$ cat src/rtl/load_use_hazard_if.sv
// ID-stage hazard bundle: decoded ID operands and pipeline controls in,
// stall/bubble/issue decisions and the bubble counter out.
interface load_use_hazard_if #(
  parameter int CNT_W = 16
);
  logic             id_valid;
  logic [4:0]       id_rs1_addr;
  logic [4:0]       id_rs2_addr;
  logic             id_rs1_used;
  logic             id_rs2_used;
  logic [4:0]       id_rd;
  logic             id_reg_write;
  logic             id_late;
  logic             mem_stall;
  logic             ex_busy;
  logic             flush_all;
  logic             stall_id;
  logic             bubble_ex;
  logic             id_issue;
  logic [CNT_W-1:0] stall_cnt;

  modport master (
    output id_valid, id_rs1_addr, id_rs2_addr, id_rs1_used, id_rs2_used,
           id_rd, id_reg_write, id_late, mem_stall, ex_busy, flush_all,
    input  stall_id, bubble_ex, id_issue, stall_cnt
  );

  modport slave (
    input  id_valid, id_rs1_addr, id_rs2_addr, id_rs1_used, id_rs2_used,
           id_rd, id_reg_write, id_late, mem_stall, ex_busy, flush_all,
    output stall_id, bubble_ex, id_issue, stall_cnt
  );
endinterface

$ cat src/rtl/load_use_hazard_unit.sv
// Load-use hazard detector: per-register down-counter scoreboard of late results,
// combinational stall/bubble/issue decisions and a saturating bubble counter.
module load_use_hazard_unit #(
  parameter int LATE_LAT = 3,
  parameter int CNT_W    = 16
) (
  input logic              clk,
  input logic              rst,
  load_use_hazard_if.slave bus
);

  localparam logic [1:0] LATE_INIT = 2'(LATE_LAT);

  logic [31:0][1:0] pend_q;
  logic [31:0][1:0] pend_d;
  logic [CNT_W-1:0] stall_cnt_q;
  logic [CNT_W-1:0] stall_cnt_d;

  logic freeze;
  logic rs1_busy;
  logic rs2_busy;
  logic hazard;
  logic stall_id;
  logic bubble_ex;
  logic id_issue;
  logic rd_write;

  // Sources read the pre-update scoreboard, so an op whose rs equals its rd never waits on itself.
  always_comb begin
    freeze    = bus.mem_stall | bus.ex_busy;
    rs1_busy  = bus.id_rs1_used && (bus.id_rs1_addr != 5'd0) &&
                (pend_q[bus.id_rs1_addr] != 2'd0);
    rs2_busy  = bus.id_rs2_used && (bus.id_rs2_addr != 5'd0) &&
                (pend_q[bus.id_rs2_addr] != 2'd0);
    hazard    = bus.id_valid && (rs1_busy || rs2_busy);
    stall_id  = hazard | freeze;
    bubble_ex = hazard & ~freeze & ~bus.flush_all;
    id_issue  = bus.id_valid & ~stall_id & ~bus.flush_all;
    rd_write  = id_issue & bus.id_reg_write & (bus.id_rd != 5'd0);
  end

  assign bus.stall_id  = stall_id;
  assign bus.bubble_ex = bubble_ex;
  assign bus.id_issue  = id_issue;
  assign bus.stall_cnt = stall_cnt_q;

  // Flush beats everything; an issuing writer overrides the age-out of its rd.
  always_comb begin
    pend_d = pend_q;
    for (int r = 1; r < 32; r++) begin
      if (bus.flush_all) begin
        pend_d[r] = 2'd0;
      end else if (!freeze) begin
        if (rd_write && (bus.id_rd == 5'(r))) begin
          pend_d[r] = bus.id_late ? LATE_INIT : 2'd0;
        end else if (pend_q[r] != 2'd0) begin
          pend_d[r] = pend_q[r] - 2'd1;
        end
      end
    end
    pend_d[0] = 2'd0;
  end

  always_comb begin
    stall_cnt_d = stall_cnt_q;
    if (bubble_ex && (stall_cnt_q != {CNT_W{1'b1}})) begin
      stall_cnt_d = stall_cnt_q + CNT_W'(1);
    end
  end

  always_ff @(posedge clk or posedge rst) begin
    if (rst) begin
      pend_q      <= '0;
      stall_cnt_q <= '0;
    end else begin
      pend_q      <= pend_d;
      stall_cnt_q <= stall_cnt_d;
    end
  end

endmodule

$ cat src/flat_wrapper.sv
// flat-port wrapper written by rule: the top's interface ports become plain ports
module load_use_hazard_unit_flat 
#(
  parameter int LATE_LAT = 3,
  parameter int CNT_W    = 16
)
  (clk, rst, bus_id_valid, bus_id_rs1_addr, bus_id_rs2_addr, bus_id_rs1_used, bus_id_rs2_used, bus_id_rd, bus_id_reg_write, bus_id_late, bus_mem_stall, bus_ex_busy, bus_flush_all, bus_stall_id, bus_bubble_ex, bus_id_issue, bus_stall_cnt);
  load_use_hazard_if #(.CNT_W(CNT_W)) bus_i ();
  input logic clk;
  input logic rst;
  input wire logic [$bits(bus_i.id_valid)-1:0] bus_id_valid;
  input wire logic [$bits(bus_i.id_rs1_addr)-1:0] bus_id_rs1_addr;
  input wire logic [$bits(bus_i.id_rs2_addr)-1:0] bus_id_rs2_addr;
  input wire logic [$bits(bus_i.id_rs1_used)-1:0] bus_id_rs1_used;
  input wire logic [$bits(bus_i.id_rs2_used)-1:0] bus_id_rs2_used;
  input wire logic [$bits(bus_i.id_rd)-1:0] bus_id_rd;
  input wire logic [$bits(bus_i.id_reg_write)-1:0] bus_id_reg_write;
  input wire logic [$bits(bus_i.id_late)-1:0] bus_id_late;
  input wire logic [$bits(bus_i.mem_stall)-1:0] bus_mem_stall;
  input wire logic [$bits(bus_i.ex_busy)-1:0] bus_ex_busy;
  input wire logic [$bits(bus_i.flush_all)-1:0] bus_flush_all;
  output wire logic [$bits(bus_i.stall_id)-1:0] bus_stall_id;
  output wire logic [$bits(bus_i.bubble_ex)-1:0] bus_bubble_ex;
  output wire logic [$bits(bus_i.id_issue)-1:0] bus_id_issue;
  output wire logic [$bits(bus_i.stall_cnt)-1:0] bus_stall_cnt;
  assign bus_i.id_valid = bus_id_valid;
  assign bus_i.id_rs1_addr = bus_id_rs1_addr;
  assign bus_i.id_rs2_addr = bus_id_rs2_addr;
  assign bus_i.id_rs1_used = bus_id_rs1_used;
  assign bus_i.id_rs2_used = bus_id_rs2_used;
  assign bus_i.id_rd = bus_id_rd;
  assign bus_i.id_reg_write = bus_id_reg_write;
  assign bus_i.id_late = bus_id_late;
  assign bus_i.mem_stall = bus_mem_stall;
  assign bus_i.ex_busy = bus_ex_busy;
  assign bus_i.flush_all = bus_flush_all;
  assign bus_stall_id = bus_i.stall_id;
  assign bus_bubble_ex = bus_i.bubble_ex;
  assign bus_id_issue = bus_i.id_issue;
  assign bus_stall_cnt = bus_i.stall_cnt;
  load_use_hazard_unit #(.LATE_LAT(LATE_LAT), .CNT_W(CNT_W)) u_core (.clk(clk), .rst(rst), .bus(bus_i));
endmodule
$ cat config.mk
export PLATFORM = sky130hd
export DESIGN_NAME = load_use_hazard_unit_flat
export DESIGN_NICKNAME = d
export VERILOG_FILES = /design/src/rtl/load_use_hazard_if.sv /design/src/rtl/load_use_hazard_unit.sv /design/src/flat_wrapper.sv
export SDC_FILE = /design/constraint.sdc
export NUM_CORES = 1
export LEC_CHECK = 0
export ABC_AREA = 0
export CORE_MARGIN = 2
export CORE_UTILIZATION = 50
export CTS_CLUSTER_DIAMETER = 50
export DETAILED_ROUTE_END_ITERATION = 6
export PLACE_DENSITY = 0.8
export SKIP_LAST_GASP = 1
export SLEW_MARGIN = 20
export SYNTH_ARGS = -nofsm -noshare
export SYNTH_HDL_FRONTEND = slang
export SYNTH_SLANG_ARGS = --single-unit
export TNS_END_PERCENT = 20
$ cat constraint.sdc
create_clock -name clk -period 5.4 [get_ports clk]
set_input_delay 1.08 -clock clk [delete_from_list [all_inputs] [get_ports clk]]
set_output_delay 1.08 -clock clk [all_outputs]
set_load 0.05 [all_outputs]
After elaboration in Yosys (flattened, before gate mapping)
Cells that the tools add are included.
W data, S select, Z words.
{ "word_totals": {"ff_bits": 78, "latchBits": 0, "ram_bits": 0, "romBits": 0, "input_bits": 25, "out_inout_bits": 19, "n_memories": 0} }
{ "classes": {"addsub": 32, "n_mul": 0, "n_div": 0, "magnitude_cmp": 2, "eq_ne": 33, "shifts": 0, "mux": 129, "bitwise": 11, "n_reduce_logical": 136} }
{ "ops": {"columns": ["operator", "n"], "rows": [
  ["$mux W2", 127],
  ["$reduce_bool A3 Y1", 31],
  ["$eq A5 B5 Y1 const B", 16],
  ["$reduce_bool A2 Y1", 33],
  ["$reduce_and A2 Y1", 31],
  ["$sub A2 B1 Y2 const B", 31],
  ["$eq A5 B4 Y1 const B", 8],
  ["$logic_and A1 B1 Y1", 37],
  ["$bmux W2 S5", 2],
  ["$eq A5 B3 Y1 const B", 4],
  ["$add A16 B1 Y16 const B", 1],
  ["$ne A16 B16 Y1 const B", 1],
  ["$reduce_bool A5 Y1", 3],
  ["$lt A5 B6 Y1 const B", 2],
  ["$eq A5 B2 Y1 const B", 2],
  ["$and A1 B1 Y1", 6],
  ["$eq A5 B1 Y1 const B", 1],
  ["$not A1 Y1", 3],
  ["$ne A2 B2 Y1 const B", 1],
  ["$or A1 B1 Y1", 2],
  ["$logic_or A1 B1 Y1", 1]
]} }

Longest topological paths before layout
{ "depth": {"depth_word": 16, "ltp_mapped": 12} }

Least setup slack after synthesis
No wires, ideal clock.
{ "synth_path": {"path_type": "input-to-output", "start": "in bus_id_rs2_addr[0]", "end": "out bus_bubble_ex", "arrival_ns": 3.396, "setup_slack_ns": 0.924, "cell_stages": 9, "path_buffers": 2, "cell_sequence": "buf_2 or2_1 o32ai_1 a2111oi_0 a211o_1 nor2_1 buf_4 nor2_1 nor2_1"} }
{ "synth_via": {"elab_chain_len": 8, "word_cells_on_any_way": 10, "classes_between": "2 x mux; 2 x bitwise; 6 x reduce/logical"} }
{ "synth_lines": {"columns": ["item", "line_no", "source"], "rows": [
  ["start: declaration", "flat_wrapper.sv:13", "input wire logic [$bits(bus_i.id_rs2_addr)-1:0] bus_id_rs2_addr;"],
  ["$bmux W2 S5", "load_use_hazard_unit.sv:34", "(pend_q[bus.id_rs2_addr] != 2'd0);"],
  ["$mux W2 (implied by the code)", "load_use_hazard_unit.sv:34", null],
  ["$reduce_bool A2 Y1", "load_use_hazard_unit.sv:34", null],
  ["$logic_and A1 B1 Y1 (*)", "load_use_hazard_unit.sv:33", "rs2_busy = bus.id_rs2_used && (bus.id_rs2_addr != 5'd0) &&"],
  ["$logic_or A1 B1 Y1 (*)", "load_use_hazard_unit.sv:35", "hazard = bus.id_valid && (rs1_busy || rs2_busy);"],
  ["$logic_and A1 B1 Y1 (*)", "load_use_hazard_unit.sv:35", null],
  ["$and A1 B1 Y1 (*) (2 in series)", "load_use_hazard_unit.sv:37", "bubble_ex = hazard & ~freeze & ~bus.flush_all;"],
  ["end: declaration", "flat_wrapper.sv:23", "output wire logic [$bits(bus_i.bubble_ex)-1:0] bus_bubble_ex;"]
]} }
Mark *: on every way between the ends. The rest lies on a longest branch, timed or not. The select of a mux whose other input is x is not followed.

Final worst setup path
{ "layout_path": {"start": "in bus_id_rs1_addr[0]", "end": "out bus_stall_id"} }
{ "layout_via": {"elab_chain_len": 7, "word_cells_on_any_way": 9, "classes_between": "2 x mux; 1 x bitwise; 6 x reduce/logical"} }
{ "layout_lines": {"columns": ["item", "line_no", "source"], "rows": [
  ["start: declaration", "flat_wrapper.sv:12", "input wire logic [$bits(bus_i.id_rs1_addr)-1:0] bus_id_rs1_addr;"],
  ["$bmux W2 S5", "load_use_hazard_unit.sv:32", "(pend_q[bus.id_rs1_addr] != 2'd0);"],
  ["$mux W2 (implied by the code)", "load_use_hazard_unit.sv:32", null],
  ["$reduce_bool A2 Y1", "load_use_hazard_unit.sv:32", null],
  ["$logic_and A1 B1 Y1 (*)", "load_use_hazard_unit.sv:31", "rs1_busy = bus.id_rs1_used && (bus.id_rs1_addr != 5'd0) &&"],
  ["$logic_or A1 B1 Y1 (*)", "load_use_hazard_unit.sv:35", null],
  ["$logic_and A1 B1 Y1 (*)", "load_use_hazard_unit.sv:35", null],
  ["$or A1 B1 Y1 (*)", "load_use_hazard_unit.sv:36", "stall_id = hazard | freeze;"],
  ["end: declaration", "flat_wrapper.sv:22", "output wire logic [$bits(bus_i.stall_id)-1:0] bus_stall_id;"]
]} }
Marked as above.

==> reports/results.tsv <==
stage	metric	value	unit
synthesis	cell area after synthesis	5950	um^2
cts	Worst-Skew Late Latency	0.35	ns
cts	post-cts sizing count	0	
timing	Final Hold Vio Count	0	
power	Combinational Power Share	37.7	%
timing	fin crit share	92.6	%
floorplanning	IO Pins	44	
cells_and_area	ANT cells	0	
critical_path	crit path max fanout	15	
synthesis	Adder-Cell Fraction of Synth Area	6.73	%
synthesis	top_reg_cell synth	dfrtp_1	
power	P_leak	2.74	nW
cells_and_area	final net count	778	
min_path	hold path depth	1	
power	switch share	39.2	%
power	Clock power frac	27.1	%
floorplanning	Die H	113	um
timing	Achievable Freq	0.200	GHz
cells_and_area	fillers	1008	
power	PD cells	358	nW/um^2
power	peak supply drop	0.182	mV
critical_path	RR Endpoint	u_core.pend_q[28]$_DFFE_PP0P_	
cts	H-Tree Depth	3	
timing	Slew HR	29.3	%
timing	RSZ-0062 raised after global routing	no	
min_path	Hold Path End	u_core.bus.stall_cnt[7]$_DFFE_PP0P_	
global_route	pin count of the biggest net entering global routing	53	
synthesis	syn avg cell area	8.63	um^2
synthesis	Synth area leaders	dfrtp_1, ha_1, inv_1	
timing	setup tns final	0	ns
min_path	hold path start	u_core.bus.stall_cnt[7]$_DFFE_PP0P_	
critical_path	setup slack, reg-to-reg	2.29	ns
synthesis	Yosys reg bits	78	
critical_path	FF-to-FF Start	u_core.pend_q[6]$_DFFE_PP0P_	
cts	cts-stage hold buffer count	0	
synthesis	xor and xnor area share after synthesis	2.21	%
critical_path	Crit path arrival time	3.92	ns
cts	CTS Buffer Depth	2	
synthesis	Yosys top cell by area	dfrtp_1	
timing	final clock skew	0.00491	ns
synthesis	asr flop ratio synth	100	%
global_route	first-pass GRT wire length	30.0	mm
global_route	Total GRT Usage	29.5	%
power	P_sw	960	uW
synthesis	Post-Synthesis Cells	690	
outcome	failing checks	design-rule violations	
cells_and_area	Layout area overhead	14.9	%
cts	Clk Tree Root Cell	clkbuf_16	
global_route	antenna violations before repair	0	
cts	# clock sinks	78	
synthesis	syn nets	747	
timing	Worst Tran Pin Value	1.06	ns
floorplanning	site row count	39	
synthesis	Post-synth EDFFs	0	
floorplanning	Initial Utilization	51.7	%
critical_path	Worst Setup Start Kind	input pin	
synthesis	largest family of logic cells by synthesized area	simple AND/OR/NAND/NOR gates	
power	internal power	1.49	mW
routing	via count	5917	
routing	initial detailed-routing violation count	785	
cts	Clock transition at path regs	0.06	ns
synthesis	synth warn	0	
min_path	Tightest Hold Check Type	flip-flop to flip-flop	
cts	CTS tree	yes	
timing	Hold WS	0.494	ns
critical_path	nature of the critical path endpoint	output pin	
cells_and_area	share of layout cells above drive strength 1	8.26	%
routing	Routed WL	18.2	mm
synthesis	sequential fraction of the synthesis area	32.8	%
synthesis	Post-Synth Simple-Gate Area	27.0	%
floorplanning	Core ar.	11500	um^2
placed_design	Detail Placement HPWL	12.8	mm
timing	Finish-stage setup viols	0	
critical_path	CP Class	input pin to output pin	
routing	wire length per cell	21.0	um
routing	# DRC	2	
timing	count of final max-slew check failures	0	
cts	Num CTS Buffers	9	
job	maxcap violations	0	
timing	Final min period	5.00	ns
global_route	GRT overflow	0	
critical_path	Reg2Reg Depth	9	
outcome	outcome	complete, but fails checks	
synthesis	Yosys top cell area share	32.8	%
power	Seq pwr share	35.2	%
routing	DRT antenna net count	0	
cts	Setup Fix Bufs, Post-CTS	0	
critical_path	critical path required time	4.32	ns
placed_design	GP Congestion	0.935	
floorplanning	Die X	113	um
synthesis	Compound-Gate Fraction of Synth Area	19.3	%
routing	TritonRoute pass-1 iters	7	
placed_design	Port-buffer cells	43	
routing	Via density	6.81	
floorplanning	die area	12800	um^2
synthesis	Yosys cell types	67	
synthesis	mux cell area share after synthesis	4.67	%
global_route	vias in the first global route	6051	
## worst max-delay path: stages
cell	delay, ns
clkdlybuf4s50_1	0.63
buf_4	0.29
buf_4	0.17
a2111oi_0	0.48
nor4_1	0.13
mux2_2	0.33
a211o_1	0.32
nand2_1	0.14
nand2_1	0.07
nand2_1	0.07
buf_4	0.20
## metrics by stage
step / instance area, um^2 / util, % / total power, mW / instances / setup WS [ns]
CTS: 6840 / 59.4 / 2.43 / 869 / 0.461
detailed placement: 6520 / 56.6 / 1.77 / 853 / 0.468
finish: 6840 / 59.4 / 2.45 / 869 / 0.400
global route: 6840 / 59.4 / 2.59 / 869 / 0.304
floorplan: 5950 / - / 1.49 / 690 / 0.924
global placement: 6520 / 56.6 / 1.69 / 853 / 0.558
## logic make-up after synthesis
| family | after synthesis |
|---|---|
| AND/OR/NAND/NOR | 283 |
| XOR/XNOR | 15 |
| buffers and inverters | 104 |
| multiplexers | 25 |
| adder cells (fa/ha/maj) | 32 |
| flip-flops | 78 |
| AO/OA/AOI/OAI | 153 |
## flip-flops by register name, summed over array words and instances, names as in the netlist
name	count
u_core.pend_q	62
u_core.bus.stall_cnt	16
## Yosys cell counts, types with 3 or more instances
master	instances
a311oi_1	6
nor4_1	29
clkbuf_1	22
nand3b_1	3
o211ai_1	13
o21ai_0	25
or3_1	5
and4_1	4
buf_4	3
mux2i_1	21
and3_1	14
nor3_1	41
or4_1	15
a2bb2oi_1	3
dfrtp_1	78
nand3_1	31
buf_6	3
xnor2_1	13
and2_1	3
a221o_1	17
a21oi_1	7
o21ai_1	9
a211oi_1	7
a2111oi_0	5
o32ai_1	3
o2bb2ai_1	5
nand2_1	44
buf_2	8
o221ai_1	4
ha_1	32
nor2_1	46
o22ai_1	12
a31oi_1	8
o31ai_1	6
a211o_1	6
nand2b_1	6
inv_1	66
nor4_2	11
nand4_1	17
## routing by layer
layer  global-route usage, %  wire length [um]  vias up
li1                        -                 -     2691
met1                    39.1              7660     2867
met2                    47.0              8580      313
met3                    5.09              1450       46
met4                    14.1               560        0
met5                       0                 0        -
## power by group through the flow
stage	combinational (mW)	clock (mW)	sequential, mW
detailed placement	0.906	0	0.864
global route	1.02	0.688	0.877
floorplan	0.643	0	0.846
CTS	0.910	0.666	0.854
global placement	0.836	0	0.857
finish	0.923	0.662	0.861
## layout make-up
cell class / count / area, um^2 / share of cell area, %
multi-input cells: 508 / 3580 / 52.4
clock buffers: 10 / 229 / 3.35
repair buffers: 58 / 561 / 8.20
inverters: 66 / 249 / 3.64
clock inverters: 6 / 86.3 / 1.26
flip-flops and latches: 78 / 1950 / 28.5
well taps: 143 / 179 / 2.62
## cells in the final DEF, fill, tap and decap left out, types with 4 or more instances in the layout
cell / instances
dfrtp_1: 78
inv_1: 65
nor2_1: 44
nand2_1: 44
nor3_1: 41
clkdlybuf4s50_1: 40
ha_1: 32
nand3_1: 31
nor4_1: 29
o21ai_0: 24
mux2i_1: 21
nand4_1: 17
a221o_1: 17
buf_4: 16
or4_1: 15
and3_1: 14
o211ai_1: 13
xnor2_1: 13
o22ai_1: 12
nor4_2: 11
o21ai_1: 9
clkbuf_16: 9
a31oi_1: 8
a211oi_1: 7
a21oi_1: 7
nand2b_1: 6
a311oi_1: 6
a211o_1: 6
o31ai_1: 6
a2111oi_0: 5
or3_1: 5
o2bb2ai_1: 5
and4_1: 4
o221ai_1: 4
## worst max-delay path by stage
stage,cells past startpoint,end,from
finish,11,bus_stall_id,bus_id_rs1_addr[0]
global route,10,bus_bubble_ex,bus_id_rs1_addr[0]
CTS,11,bus_stall_id,bus_id_rs1_addr[0]
detailed placement,11,bus_stall_id,bus_id_rs1_addr[0]
global placement,10,bus_bubble_ex,bus_id_rs1_addr[0]
floorplan,9,bus_bubble_ex,bus_id_rs2_addr[0]
Power figures use the tool's default switching activity.
